**config.mk**
```make
export PLATFORM = sky130hd
export DESIGN_NAME = membus_arbiter_flat
export DESIGN_NICKNAME = d
export VERILOG_FILES = /design/src/rtl/membus_arbiter_if.sv /design/src/rtl/membus_arbiter.sv /design/src/flat_wrapper.sv
export SDC_FILE = /design/constraint.sdc
export NUM_CORES = 1
export LEC_CHECK = 0
export CORE_MARGIN = 4
export CORE_UTILIZATION = 30
export CTS_CLUSTER_SIZE = 16
export DETAILED_ROUTE_END_ITERATION = 10
export GPL_TIMING_DRIVEN = 0
export PLACE_DENSITY = 0.72
export SETUP_SLACK_MARGIN = 0.3
export SLEW_MARGIN = 30
export SYNTH_ARGS = -nofsm -noshare
export SYNTH_HDL_FRONTEND = slang
export SYNTH_SLANG_ARGS = --single-unit
```
**constraint.sdc**
```tcl
create_clock -name clk -period 1.8 [get_ports clk]
set_clock_uncertainty 0.2 [all_clocks]
set_input_delay 0.54 -clock clk [delete_from_list [all_inputs] [get_ports clk]]
set_output_delay 0.54 -clock clk [all_outputs]
set_load 0.03 [all_outputs]
```
**src/rtl/membus_arbiter_if.sv**
```systemverilog
// Client request/grant and memory bus signals shared by membus_arbiter and its users.
interface membus_arbiter_if #(
  parameter int ADDR_WIDTH  = 16,
  parameter int DATA_WIDTH  = 8,
  parameter int NUM_CLIENTS = 2
);
  logic [NUM_CLIENTS-1:0]            c_req;
  logic [NUM_CLIENTS-1:0]            c_we;
  logic [NUM_CLIENTS-1:0]            c_lock;
  logic [NUM_CLIENTS*ADDR_WIDTH-1:0] c_addr;
  logic [NUM_CLIENTS*DATA_WIDTH-1:0] c_wdata;
  logic [NUM_CLIENTS-1:0]            c_gnt;
  logic [NUM_CLIENTS-1:0]            c_rvalid;
  logic [DATA_WIDTH-1:0]             c_rdata;
  logic [ADDR_WIDTH-1:0]             m_addr;
  logic [DATA_WIDTH-1:0]             m_wdata;
  logic                              m_we;
  logic [DATA_WIDTH-1:0]             m_rdata;

  // Clients and the memory device together form the master side.
  modport master (
    output c_req, c_we, c_lock, c_addr, c_wdata, m_rdata,
    input  c_gnt, c_rvalid, c_rdata, m_addr, m_wdata, m_we
  );

  modport slave (
    input  c_req, c_we, c_lock, c_addr, c_wdata, m_rdata,
    output c_gnt, c_rvalid, c_rdata, m_addr, m_wdata, m_we
  );
endinterface

```
**src/rtl/membus_arbiter.sv**
```systemverilog
// Round-robin arbiter with per-client burst lock between several clients and one
// synchronous memory port; read data is routed back to the issuing client.
module membus_arbiter #(
  parameter int ADDR_WIDTH   = 16,
  parameter int DATA_WIDTH   = 8,
  parameter int NUM_CLIENTS  = 2,
  parameter int READ_LATENCY = 1
) (
  input logic              clk,
  input logic              rst,
  membus_arbiter_if.slave  bus
);
  localparam int IW = (NUM_CLIENTS > 1) ? $clog2(NUM_CLIENTS) : 1;
  localparam int PD = READ_LATENCY + 1;

  typedef enum logic {S_OPEN, S_LOCKED} state_t;

  state_t                  state_q, state_d;
  logic [IW-1:0]           ptr_q, ptr_d;
  logic [IW-1:0]           owner_q, owner_d;
  logic [ADDR_WIDTH-1:0]   m_addr_q, m_addr_d;
  logic [DATA_WIDTH-1:0]   m_wdata_q, m_wdata_d;
  logic                    m_we_q, m_we_d;
  logic [PD-1:0]           pv_q, pv_d;
  logic [IW-1:0]           pid_q [PD];
  logic [IW-1:0]           pid_d [PD];

  logic [NUM_CLIENTS-1:0]  gnt;
  logic [NUM_CLIENTS-1:0]  rvalid;
  logic                    accept;
  logic [IW-1:0]           gidx;
  logic [IW-1:0]           cidx;
  int unsigned             cand;

  // Grant search: ptr, ptr+1, ... with explicit wrap so any client count works.
  always_comb begin
    gnt    = '0;
    accept = 1'b0;
    gidx   = '0;
    cand   = 0;
    cidx   = '0;
    if (!rst) begin
      if (state_q == S_LOCKED) begin
        if (bus.c_req[owner_q]) begin
          gnt[owner_q] = 1'b1;
          accept       = 1'b1;
          gidx         = owner_q;
        end
      end else begin
        for (int unsigned k = 0; k < NUM_CLIENTS; k++) begin
          cand = int'(ptr_q) + k;
          if (cand >= NUM_CLIENTS) cand = cand - NUM_CLIENTS;
          cidx = IW'(cand);
          if (!accept && bus.c_req[cidx]) begin
            gnt[cidx] = 1'b1;
            accept    = 1'b1;
            gidx      = cidx;
          end
        end
      end
    end
  end

  always_comb begin
    state_d   = state_q;
    ptr_d     = ptr_q;
    owner_d   = owner_q;
    m_addr_d  = m_addr_q;
    m_wdata_d = m_wdata_q;
    m_we_d    = 1'b0;
    pv_d      = {pv_q[PD-2:0], 1'b0};
    pid_d[0]  = gidx;
    for (int unsigned j = 1; j < PD; j++) pid_d[j] = pid_q[j-1];
    if (accept) begin
      ptr_d     = (gidx == IW'(NUM_CLIENTS - 1)) ? '0 : gidx + IW'(1);
      m_addr_d  = bus.c_addr[gidx*ADDR_WIDTH +: ADDR_WIDTH];
      m_wdata_d = bus.c_wdata[gidx*DATA_WIDTH +: DATA_WIDTH];
      m_we_d    = bus.c_we[gidx];
      pv_d[0]   = ~bus.c_we[gidx];
      if (bus.c_lock[gidx]) begin
        state_d = S_LOCKED;
        owner_d = gidx;
      end else begin
        state_d = S_OPEN;
      end
    end
  end

  always_ff @(posedge clk or posedge rst) begin
    if (rst) begin
      state_q   <= S_OPEN;
      ptr_q     <= '0;
      owner_q   <= '0;
      m_addr_q  <= '0;
      m_wdata_q <= '0;
      m_we_q    <= 1'b0;
      pv_q      <= '0;
      for (int unsigned j = 0; j < PD; j++) pid_q[j] <= '0;
    end else begin
      state_q   <= state_d;
      ptr_q     <= ptr_d;
      owner_q   <= owner_d;
      m_addr_q  <= m_addr_d;
      m_wdata_q <= m_wdata_d;
      m_we_q    <= m_we_d;
      pv_q      <= pv_d;
      for (int unsigned j = 0; j < PD; j++) pid_q[j] <= pid_d[j];
    end
  end

  always_comb begin
    rvalid = '0;
    if (pv_q[PD-1]) rvalid[pid_q[PD-1]] = 1'b1;
  end

  assign bus.c_gnt    = gnt;
  assign bus.c_rvalid = rvalid;
  assign bus.c_rdata  = bus.m_rdata;
  assign bus.m_addr   = m_addr_q;
  assign bus.m_wdata  = m_wdata_q;
  assign bus.m_we     = m_we_q;
endmodule
```
**src/flat_wrapper.sv**
```systemverilog
// flat-port wrapper written by rule: the top's interface ports become plain ports
module membus_arbiter_flat 
#(
  parameter int ADDR_WIDTH   = 16,
  parameter int DATA_WIDTH   = 8,
  parameter int NUM_CLIENTS  = 2,
  parameter int READ_LATENCY = 1
)
  (clk, rst, bus_c_req, bus_c_we, bus_c_lock, bus_c_addr, bus_c_wdata, bus_m_rdata, bus_c_gnt, bus_c_rvalid, bus_c_rdata, bus_m_addr, bus_m_wdata, bus_m_we);
  membus_arbiter_if #(.ADDR_WIDTH(ADDR_WIDTH), .DATA_WIDTH(DATA_WIDTH), .NUM_CLIENTS(NUM_CLIENTS)) bus_i ();
  input logic clk;
  input logic rst;
  input wire logic [$bits(bus_i.c_req)-1:0] bus_c_req;
  input wire logic [$bits(bus_i.c_we)-1:0] bus_c_we;
  input wire logic [$bits(bus_i.c_lock)-1:0] bus_c_lock;
  input wire logic [$bits(bus_i.c_addr)-1:0] bus_c_addr;
  input wire logic [$bits(bus_i.c_wdata)-1:0] bus_c_wdata;
  input wire logic [$bits(bus_i.m_rdata)-1:0] bus_m_rdata;
  output wire logic [$bits(bus_i.c_gnt)-1:0] bus_c_gnt;
  output wire logic [$bits(bus_i.c_rvalid)-1:0] bus_c_rvalid;
  output wire logic [$bits(bus_i.c_rdata)-1:0] bus_c_rdata;
  output wire logic [$bits(bus_i.m_addr)-1:0] bus_m_addr;
  output wire logic [$bits(bus_i.m_wdata)-1:0] bus_m_wdata;
  output wire logic [$bits(bus_i.m_we)-1:0] bus_m_we;
  assign bus_i.c_req = bus_c_req;
  assign bus_i.c_we = bus_c_we;
  assign bus_i.c_lock = bus_c_lock;
  assign bus_i.c_addr = bus_c_addr;
  assign bus_i.c_wdata = bus_c_wdata;
  assign bus_i.m_rdata = bus_m_rdata;
  assign bus_c_gnt = bus_i.c_gnt;
  assign bus_c_rvalid = bus_i.c_rvalid;
  assign bus_c_rdata = bus_i.c_rdata;
  assign bus_m_addr = bus_i.m_addr;
  assign bus_m_wdata = bus_i.m_wdata;
  assign bus_m_we = bus_i.m_we;
  membus_arbiter #(.ADDR_WIDTH(ADDR_WIDTH), .DATA_WIDTH(DATA_WIDTH), .NUM_CLIENTS(NUM_CLIENTS), .READ_LATENCY(READ_LATENCY)) u_core (.clk(clk), .rst(rst), .bus(bus_i));
endmodule
```
* After elaboration in Yosys (flattened, before gate mapping)
Index checks and enable logic that the tools add are counted.
Storage, ports and cells: bits in registers 32, word-level logic and storage cells 83
Operators by class: bitwise gates (word level) 2, $lt $le $gt $ge 11, reductions and logical operators 7, shift operators 2, muxes and demuxes 48, add/subtract/negate cells 4
Operators by type and width (count):
- $mux 1 | 36
- $shiftx 32x6->16 | 1
- $mux 2 | 8
- $shiftx 16x5->8 | 1
- $lt 1x2->1 const B | 5
- $logic_and 1x1->1 | 5
- $demux 1 s1 | 4
- $ge 1x1->1 const B | 4
- $add 1x1->2 const B | 1
- $ge 1x2->1 const B | 1
- $ge 2x2->1 const B | 1
- $or 2x2->2 | 1
- $reduce_and 2->1 | 1
- $sub 1x1->1 const B | 2
- $add 1x1->1 const B | 1
- $logic_not 1->1 | 1
- $not 1->1 | 1

* Longest topological paths before layout
Gate-level depths: netlist (run 1).
depth in word-level cells 18, mapped depth 5

* Least setup slack after synthesis (run 1)
OpenSTA, ideal clock, no wires.
kind flip-flop to output port, start register u_core.state_q, end output bus_c_gnt[1], cell stages (with the launch flop) 3, setup slack -1073 ps, data arrival time 2133 ps, cell sequence dfrtp_1 > nor2b_1 > a2111oi_0
Between the ends: word-level cells in the longest chain between the ends 2
RTL lines:
- start: declaration | RTL line membus_arbiter.sv:18 | state_t state_q, state_d;
- start signal: assignment | RTL line membus_arbiter.sv:100 | state_q <= state_d;
- $mux 2 | RTL line membus_arbiter.sv:43 | if (state_q == S_LOCKED) begin
- $mux 2 | RTL line membus_arbiter.sv:42 | if (!rst) begin
- end: declaration | RTL line flat_wrapper.sv:19 | output wire logic [$bits(bus_i.c_gnt)-1:0] bus_c_gnt;
Every way passes these cells.

* Worst setup path in the final report (run 1)
start register u_core.owner_q, end output bus_c_gnt[0]
Between the ends: word-level cells in the longest chain between the ends 7, elaborated cells on any way between the ends 10, those cells by class order compare: 2; mux: 7; reduce/logical: 1
RTL lines:
- start: declaration | RTL line membus_arbiter.sv:20 | logic [IW-1:0] owner_q, owner_d;
- start signal: assignment | RTL line membus_arbiter.sv:102 | owner_q <= owner_d;
- $lt 1x2->1 (not written as such) or $ge 1x1->1 (tied branches) | RTL line membus_arbiter.sv:45 | gnt[owner_q] = 1'b1;
- $logic_and 1x1->1 (not written as such) | RTL line membus_arbiter.sv:45
- $mux 1 (not written as such) | RTL line membus_arbiter.sv:45
- $demux 1 s1
- $mux 2 * | RTL line membus_arbiter.sv:44 | if (bus.c_req[owner_q]) begin
- $mux 2 * | RTL line membus_arbiter.sv:43
- $mux 2 * | RTL line membus_arbiter.sv:42
Every way passes the cells marked *; elsewhere a longest branch is shown, timed or not. The select of a mux whose other input is x is not followed.

==> impl_metrics.ini, run 1 <==
[critical_path]
timing.critical_path.fanout_max = 3
critPathTopFamily = flip-flops
worst-endpoint-arrival_ns = 1.51
worstPathCellList = mux2i_2 -> a211oi_4 -> nor2b_4 -> buf_6
timing.critical_path.slowest_cell_delay_ns = 0.44
crit_path_end_kind = primary output
setup.worst_path.start_class = flip-flop
path_class = flip-flop to primary output
critical_path.n_buffers_inverters = 1
required_time_of_the_critical_path_ns = 1.06
crit_slowest_cell = sky130_fd_sc_hd__dfrtp_1

[clock_network]
cts-buffers-inserted = 5
cts_tree = built
cts.clk_slew.worst_paths_ns = 0.06
cts-root-to-sink-buffers = 2
worstSkewPairLatency_ns = 0.27
cts_hold_buffers_added = 0
cts_root_buffer = sky130_fd_sc_hd__clkbuf_8
number_of_levels_in_the_clock_h_tree = 2
clkSinkCount = 32

[place]
gp_routability_congestion = 0.6943
numPortBuffers = 92
placed_area_um2 = 2556
hpwl_um = 3274
dp_worst_slack_ns = -1.762
post-place-cells = 301

[timing]
final.period_utilization_pct = 125.2
hold_vio_cnt_final = 0
finalMaxSlewViolations = 0
finalWorstSetupSlack_ns = -0.4537
period_needed_ns = 2.254
worst_pin_slew_ns = 0.6753
max_freq_mhz = 443.7
setup-violations-final = 29
grt_setup_unrepaired = true
setup-tns-final_ns = -5.208
slew_headroom_pct = 54.91
final.hold.worst_slack_ns = 0.1556

[logic_synthesis]
number_of_cells_produced_by_synthesis = 142
yosys_warnings = 0
mean_instance_size_in_the_synthesized_netlist_um2 = 10.67
synth_sequential_area_ratio_pct = 52.85
synthesis.nets = 206
synth_seq_cells = 32
netlist_area_um2 = 1515
netlist-cell-type-count = 14

[run]
maxCapViolCount = 0

[drt]
drt-pass1-iter-count = 4
drc_errors = 0
route.final.wire_length_um = 4639
vias_cell = 4.390
initialDrtViolationCount = 46
number_of_nets_with_antenna_violations_after_routing = 0
routedWlPerCell_um = 14.02
num_vias = 1453

[run_status]
run_status = finished with violations
failing_checks = negative setup slack

[finish]
final_cell_count_no_fill = 331
post-route-cell-area_um2 = 3038
postLayoutCoreUtil_pct = 63.06
flow.area_growth_from_synthesis_pct = 100.5
final_antenna_diode_count = 0
number_of_nets_in_the_final_layout = 327
fillers = 433
drive_gt1_share_pct = 37.88
layout_commonest_cell = sky130_fd_sc_hd__clkdlybuf4s50_1
layout.cells.most_common_list = 52 x sky130_fd_sc_hd__clkdlybuf4s50_1, 48 x sky130_fd_sc_hd__buf_6, 31 x sky130_fd_sc_hd__dfrtp_1

[grt]
grt_antenna_before_repair = 0
grt-ovfl-total = 0
first_global_vias = 1529
maximum_number_of_pins_on_one_net_before_global_route_repair = 33
grt_first_pass_wirelength_um = 7300
gr-usage-all-layers_pct = 15.16

[power_and_ir_drop]
power.density_cell_area_nw_per_um2 = 1372
vdd_ir_drop_max_uv = 651.3
power.static_leakage_nw = 1.300
finalPower_mw = 4.169

[hold_path]
holdCritPathClass = flip-flop to flip-flop

[floorplanning]
die_h_um = 79.07
overall_die_width_um = 79.07
placementRows = 25
ios = 101
floorplan.core_area_um2 = 4817
design.die.area_um2 = 6252
initial_utilization_pct = 31.45
-- per-layer routing --
layer,track usage [%],routed length (µm),vias up,part of all wire [%]
li1,-,-,718,-
met1,17.15,1740,678,38
met2,26.77,2543,52,55
met3,4.762,312,5,6.7
met4,5.326,42,0,0.91
met5,0,0,-,0
-- state kept, by name (all words and copies together) (netlist names) --
register            flops
u_core.owner_q          1
u_core.bus.m_wdata      8
u_core.state_q          1
u_core.pid_q            1
u_core.ptr_q            1
u_core.bus.m_we         1
u_core.bus.m_addr      16
u_core.pv_q             2
u_core.pid_d            1
-- final cells by class --
type / count / area [µm²] / area share, %
Sequential cell: 32 / 802.0 / 26.40
Clock buffer: 6 / 82.58 / 2.718
Buffer: 16 / 166.4 / 5.478
Tap cell: 67 / 83.83 / 2.759
Inverter: 2 / 7.507 / 0.2471
Clock inverter: 2 / 10.01 / 0.3295
Timing Repair Buffer: 114 / 1211 / 39.87
Multi-Input combinational cell: 92 / 674.4 / 22.20
-- cell families after synthesis --
family | after synthesis | synth area share [%]
compound gates | 30 | 12.14
buf+inv | 18 | 7.514
flops | 32 | 52.85
mux | 27 | 17.84
simple gates | 35 | 9.661
-- worst paths after layout --
| check | from | to | slack, ns | cells after the start |
|---|---|---|---|---|
| worst max-delay path | u_core.owner_q | bus_c_gnt[0] | -0.45 | 4 |
| worst min-delay path | u_core.pv_q[0] | u_core.pv_q[1] | 0.16 | 0 |
| worst max register to register | u_core.state_q | u_core.pv_q[0] | -0.31 | 9 |
| worst min register to register | u_core.pv_q[0] | u_core.pv_q[1] | 0.16 | 0 |
| max in group asynchronous | rst | u_core.state_q | 0.56 | 2 |
| min in group asynchronous | rst | u_core.bus.m_addr[14] | 0.37 | 2 |
-- timing repair --
item | CTS | global route
cloned | 3 | 0
setup buffers | 13 | 6
setup endpoints to repair | 99 | 62
pin swaps | 7 | 7
resized for setup | 303 | 4
-- worst register-to-register path, stage by stage, from the launching register on --
cell	delay, ns
sky130_fd_sc_hd__dfrtp_2	0.43
sky130_fd_sc_hd__nor2b_4	0.15
sky130_fd_sc_hd__a2111oi_4	0.32
sky130_fd_sc_hd__buf_6	0.16
sky130_fd_sc_hd__buf_4	0.10
sky130_fd_sc_hd__buf_6	0.08
sky130_fd_sc_hd__buf_6	0.11
sky130_fd_sc_hd__buf_12	0.13
sky130_fd_sc_hd__mux2i_4	0.23
sky130_fd_sc_hd__and2_1	0.14
-- cell usage after synthesis (all sizes together) --
master   count  share of area [%]
nor2        29                7.2
and2         2               0.83
inv          2               0.50
buf         12                6.0
a211oi       1               0.83
a2111oi      2                2.4
dfrtp       32                 53
a21oi       27                8.9
clkbuf       4               0.99
mux2i       27                 18
nor2b        4                1.7
-- where the power goes --
group          internal [mW]  leakage [nW]  switching (mW)
combinational           1.21         0.887            1.15
clock                  0.305        0.0510           0.256
sequential              1.02         0.363           0.230
No activity file was read; power rests on OpenSTA's default activity.
==> run 2, diff against run 1 <==
HOLD_SLACK_MARGIN = 0.02   (was unset)
==> results of run 2 <==
The final DEF is identical to that of run 1; final timing and power are the same.
==> RTL edit 1: new RTL, settings of run 1 <==
`NUM_CLIENTS` is set to 2 in 3 places; all go to 4.
--- a/src/rtl/membus_arbiter_if.sv
+++ b/src/rtl/membus_arbiter_if.sv
@@ -4,3 +4,3 @@
   parameter int DATA_WIDTH  = 8,
-  parameter int NUM_CLIENTS = 2
+  parameter int NUM_CLIENTS = 4
 );
--- a/src/rtl/membus_arbiter.sv
+++ b/src/rtl/membus_arbiter.sv
@@ -5,3 +5,3 @@
   parameter int DATA_WIDTH   = 8,
-  parameter int NUM_CLIENTS  = 2,
+  parameter int NUM_CLIENTS  = 4,
   parameter int READ_LATENCY = 1
--- a/src/flat_wrapper.sv
+++ b/src/flat_wrapper.sv
@@ -5,3 +5,3 @@
   parameter int DATA_WIDTH   = 8,
-  parameter int NUM_CLIENTS  = 2,
+  parameter int NUM_CLIENTS  = 4,
   parameter int READ_LATENCY = 1
Ports: changed (7 resized); port bits go from 101 to 159. The function was not compared with the original's and may differ.
==> RTL edit 1 against run 1 <==
The run still ends with negative setup slack left. Wire length rose to 2.8 times the old value. Setup slack got worse by 1.2 ns. Via count up 150%. Synthesized area increased by 120%. Sequential cell count up 4. Design area grew 120%. Total power rose to 3.1 times the old value. Utilization shrank 2.3 points. Critical path type unchanged. Critical endpoint unchanged. Largest power group unchanged.
==> RTL edit 1: results (changes against run 1) <==
place:
  io_buffers: 148  # was 92
  globalplace.congestion: 0.899  # was 0.694
  hpwl_um: 8720  # was 3270 um
yosys:
  synth_compound_area_share_pct: 32.9  # was 12.1%
  synth.area.top_cells: "dfrtp_1 (27%), a211oi_2 (13%), nor2_1 (6.7%)"  # was dfrtp_1 (53%), mux2i_1 (18%), a21oi_1 (8.9%)
  netlist_top_cells_count: "nor2_1 (60), a211oi_2 (36), dfrtp_1 (36)"  # was dfrtp_1 (32), nor2_1 (29), a21oi_1 (27), mux2i_1 (27), buf_4 (10)
detailed_routing:
  wl_met1_um: 5180  # was 1740 um
  vias: 3574  # was 1453
  drt_iter0_markers: 245  # was 46
power_and_ir_drop:
  p_seq_share_pct: 11.5  # was 29.9%
  leakage_nw: 2.67  # was 1.30 nW
  switchingPower_mw: 5.81  # was 1.63 mW
global_route:
  grt_start_max_net_pins: 19  # was 33
  grt_pass1_vias: 3861  # was 1529
sta:
  final.setup.worst_slack_ns: -1.70  # was -0.454 ns
  slew_headroom_pct: 45.7  # was 54.9%
  finalSetupTns_ns: -56.35  # was -5.21 ns
  finalSetupViolCount: 40  # was 29
worst_setup_path:
  cp_top_family: "multiplexers"  # was flip-flops
  crit_path_max_incr_delay_ns: 0.63  # was 0.44 ns
  crit_fanout: 8  # was 3
  r2r_cells: 15  # was 9
  crit_arrival_ns: 2.76  # was 1.51 ns
status:
  status: "finished with violations"  # unchanged
  violations: "negative setup slack"  # unchanged
cells_and_area:
  fillerInstances: 863  # was 433
-- RTL edit 1: worst paths after layout --
path	start	end	slack, ns
setup / recovery	u_core.ptr_q[1]	bus_c_gnt[0]	-1.70
hold / removal	u_core.pv_q[0]	u_core.pv_q[1]	0.16
setup reg to reg	u_core.ptr_q[1]	u_core.owner_q[0]	-1.63
hold reg to reg	u_core.pv_q[0]	u_core.pv_q[1]	0.16
max in group asynchronous	rst	u_core.bus.m_addr[15]	0.42
min in group asynchronous	rst	u_core.bus.m_addr[6]	0.46
-- RTL edit 1: metal layers --
layer	vias up	track usage, %
met4	0	3.77
met2	135	35.7
met5	-	0
met3	12	3.93
met1	1753	23.5
li1	1674	-
-- RTL edit 1: stage by stage --
stage               instances  cell area, sq um  power (mW)
finish                    702              6620        13.1
global route              702              6620        13.8
CTS                       687              6390        12.6
detailed placement        634              5200        8.54
global placement          634              5200        8.36
floorplan                 346              3550        6.56
-- RTL edit 1: timing repair --
item                       4_1_cts  5_1_grt
pin swaps                       58        7
resized for setup              410       22
setup endpoints to repair       75       85
buffers inserted                34       15
cloned                          11        0
hold buffers                     0        0
-- RTL edit 1: area by class of cell --
type	count	area share [%]
Clock inverter	2	0.151
Buffer	43	8.34
Inverter	7	1.04
Clock buffer	6	1.25
Multi-Input combinational cell	260	38.1
Tap cell	140	2.65
Sequential cell	36	13.7
Timing Repair inverter	1	0.0756
Timing Repair Buffer	207	34.8
-- RTL edit 1: cells by family after synthesis --
logic type	Yosys count
adders and majority gates	8
buffers and inverters	50
AOI/OAI and AO/OA	104
and+or+nand+nor	134
muxes	14
DFF	36
==> RTL edit 2: new RTL, settings of run 1 <==
Made on the original files. Take the reset off `m_addr_q` and load it in a clocked block of its own.
--- a/src/rtl/membus_arbiter.sv
+++ b/src/rtl/membus_arbiter.sv
@@ -93,3 +93,2 @@
       owner_q   <= '0;
-      m_addr_q  <= '0;
       m_wdata_q <= '0;
@@ -102,3 +101,2 @@
       owner_q   <= owner_d;
-      m_addr_q  <= m_addr_d;
       m_wdata_q <= m_wdata_d;
@@ -108,2 +106,6 @@
     end
+  end
+
+  always_ff @(posedge clk) begin
+    m_addr_q <= m_addr_d;
   end
Check against the original RTL: differs if rst is asserted again (counterexample within 4 cycles, from zero or initial values and one cycle with rst high); with rst held inactive, the same outputs for 10 cycles.
==> RTL edit 2 against run 1 <==
The flow still finishes with violations (negative setup slack). Register-to-register slack lost 0.03 ns. Synthesized cell count shrank 25%. Sequential cell count is the same. Design area grew 8.6%. Synthesized area shrank 0.41%. Total power shrank 10%. Wire length grew 1.6%. Setup slack lost 0.018 ns. Critical path type unchanged. Sequential power shrank 9.6%. First-iteration DRC count shrank 67%.
==> RTL edit 2: results (changes against run 1) <==
global_route:
  antenna_found_initial: 0  # unchanged
  grt_pass1_wl_um: 6670  # was 7300 um
  grt.met3_usage_pct: 6.46  # was 4.76%
  track_usage_pct: 14.2  # was 15.2%
  use_met2_pct: 24.7  # was 26.8%
  grt_pass1_vias: 1408  # was 1529
  globalRouteMet1Util_pct: 15.8  # was 17.1%
  overflow: 0  # unchanged
  grt_start_max_net_pins: 17  # was 33
sta:
  final.setup.worst_slack_ns: -0.472  # was -0.454 ns
  whs_ns: 0.150  # was 0.156 ns
  slew_headroom_pct: 58.4  # was 54.9%
  finalSetupTns_ns: -10.58  # was -5.21 ns
  finalSetupViolCount: 47  # was 29
yosys:
  synth_edf_count: 16  # was 0
  synthesis.nets: 171  # was 206
  syn_inst: 107  # was 142
  netlist_top_cells_count: "dfrtp_1 (16), edfxtp_1 (16), mux2_2 (16)"  # was dfrtp_1 (32), nor2_1 (29), a21oi_1 (27), mux2i_1 (27), buf_4 (10)
  synth_cell_type_count: 18  # was 14
  ys_seq_area_share_pct: 58.4  # was 52.8%
  synthArstFlopShare_pct: 50.0  # was 100%
  synth.area.top_cells: "edfxtp_1 (32%), dfrtp_1 (27%), mux2_2 (12%)"  # was dfrtp_1 (53%), mux2i_1 (18%), a21oi_1 (8.9%)
worst_setup_path:
  r2r_cells: 8  # was 9
  cp_top_family: "buffers and inverters"  # was flip-flops
  crit_arrival_ns: 1.53  # was 1.51 ns
  endpoint: "bus_c_gnt[0]"  # unchanged
  crit_path_max_incr_delay_ns: 0.42  # was 0.44 ns
  cpMostUsedCell: "buf_4"
  r2r_slack_ns: -0.34  # was -0.31 ns
  reg2reg_to: "u_core.bus.m_addr[14]"  # was u_core.pv_q[0]
cells_and_area:
  drive_above_1_share_pct: 57.9  # was 37.9%
  largest_reg_flops: 16  # unchanged
  diodes: 0  # unchanged
  final_cells: 307  # was 331
  num-nets-final: 303  # was 327
detailed_routing:
  wl_met1_um: 1840  # was 1740 um
  drt_iter0_markers: 15  # was 46
  vias: 1316  # was 1453
  wl_met3_um: 431  # was 312 um
  avgRoutedWirePerCell_um: 15.3  # was 14.0 um
  wl_met2_um: 2400  # was 2540 um
hold_path:
  hold_end: "u_core.pv_q[1]"  # unchanged
  worstHoldPathCells: 0  # unchanged
  worst_hold_path_type: "register to register"  # unchanged
clock_network:
  clk_pin_slew_ns: 0.07
place:
  pre_cts_slack_ns: -1.48  # was -1.76 ns
  placed_area_sq_um: 2580  # was 2560 sq um
  io_buffers: 92  # unchanged
  globalplace.congestion: 0.762  # was 0.694
  place_inst: 266  # was 301
  hpwl_um: 2830  # was 3270 um
power_and_ir_drop:
  ir_drop_uv: 663  # was 651 uV
  leakage_nw: 1.38  # was 1.30 nW
status:
  violations: "negative setup slack"  # unchanged
  status: "finished with violations"  # unchanged
-- RTL edit 2: area by class of cell --
type                       count  area (sq um)
buffer                        13           164
clock buffer                   6          82.6
clock inverter                 2          10.0
fill                         323          1490
inverter                       2          7.51
multi-input combinational     60           687
sequential                    32           882
tap                           67          83.8
timing repair buffer         125          1380
-- RTL edit 2: kinds of logic after synthesis --
family	share of synthesized area [%]
buffers and inverters	7.38
AOI/OAI and AO/OA	8.62
DFF	58.4
and+or+nand+nor	6.38
muxes	19.2
-- RTL edit 2: power by group --
part	internal [mW]	switching (mW)
sequential	0.986	0.148
clock	0.305	0.266
combinational	1.16	0.886
total	2.45	1.30
-- RTL edit 2: timing repair --
item / CTS / global route
cloned: 4 / 1
setup buffers: 19 / 9
gates resized for setup: 308 / 22
pin swaps: 10 / 7
endpoints found under the setup margin: 83 / 77
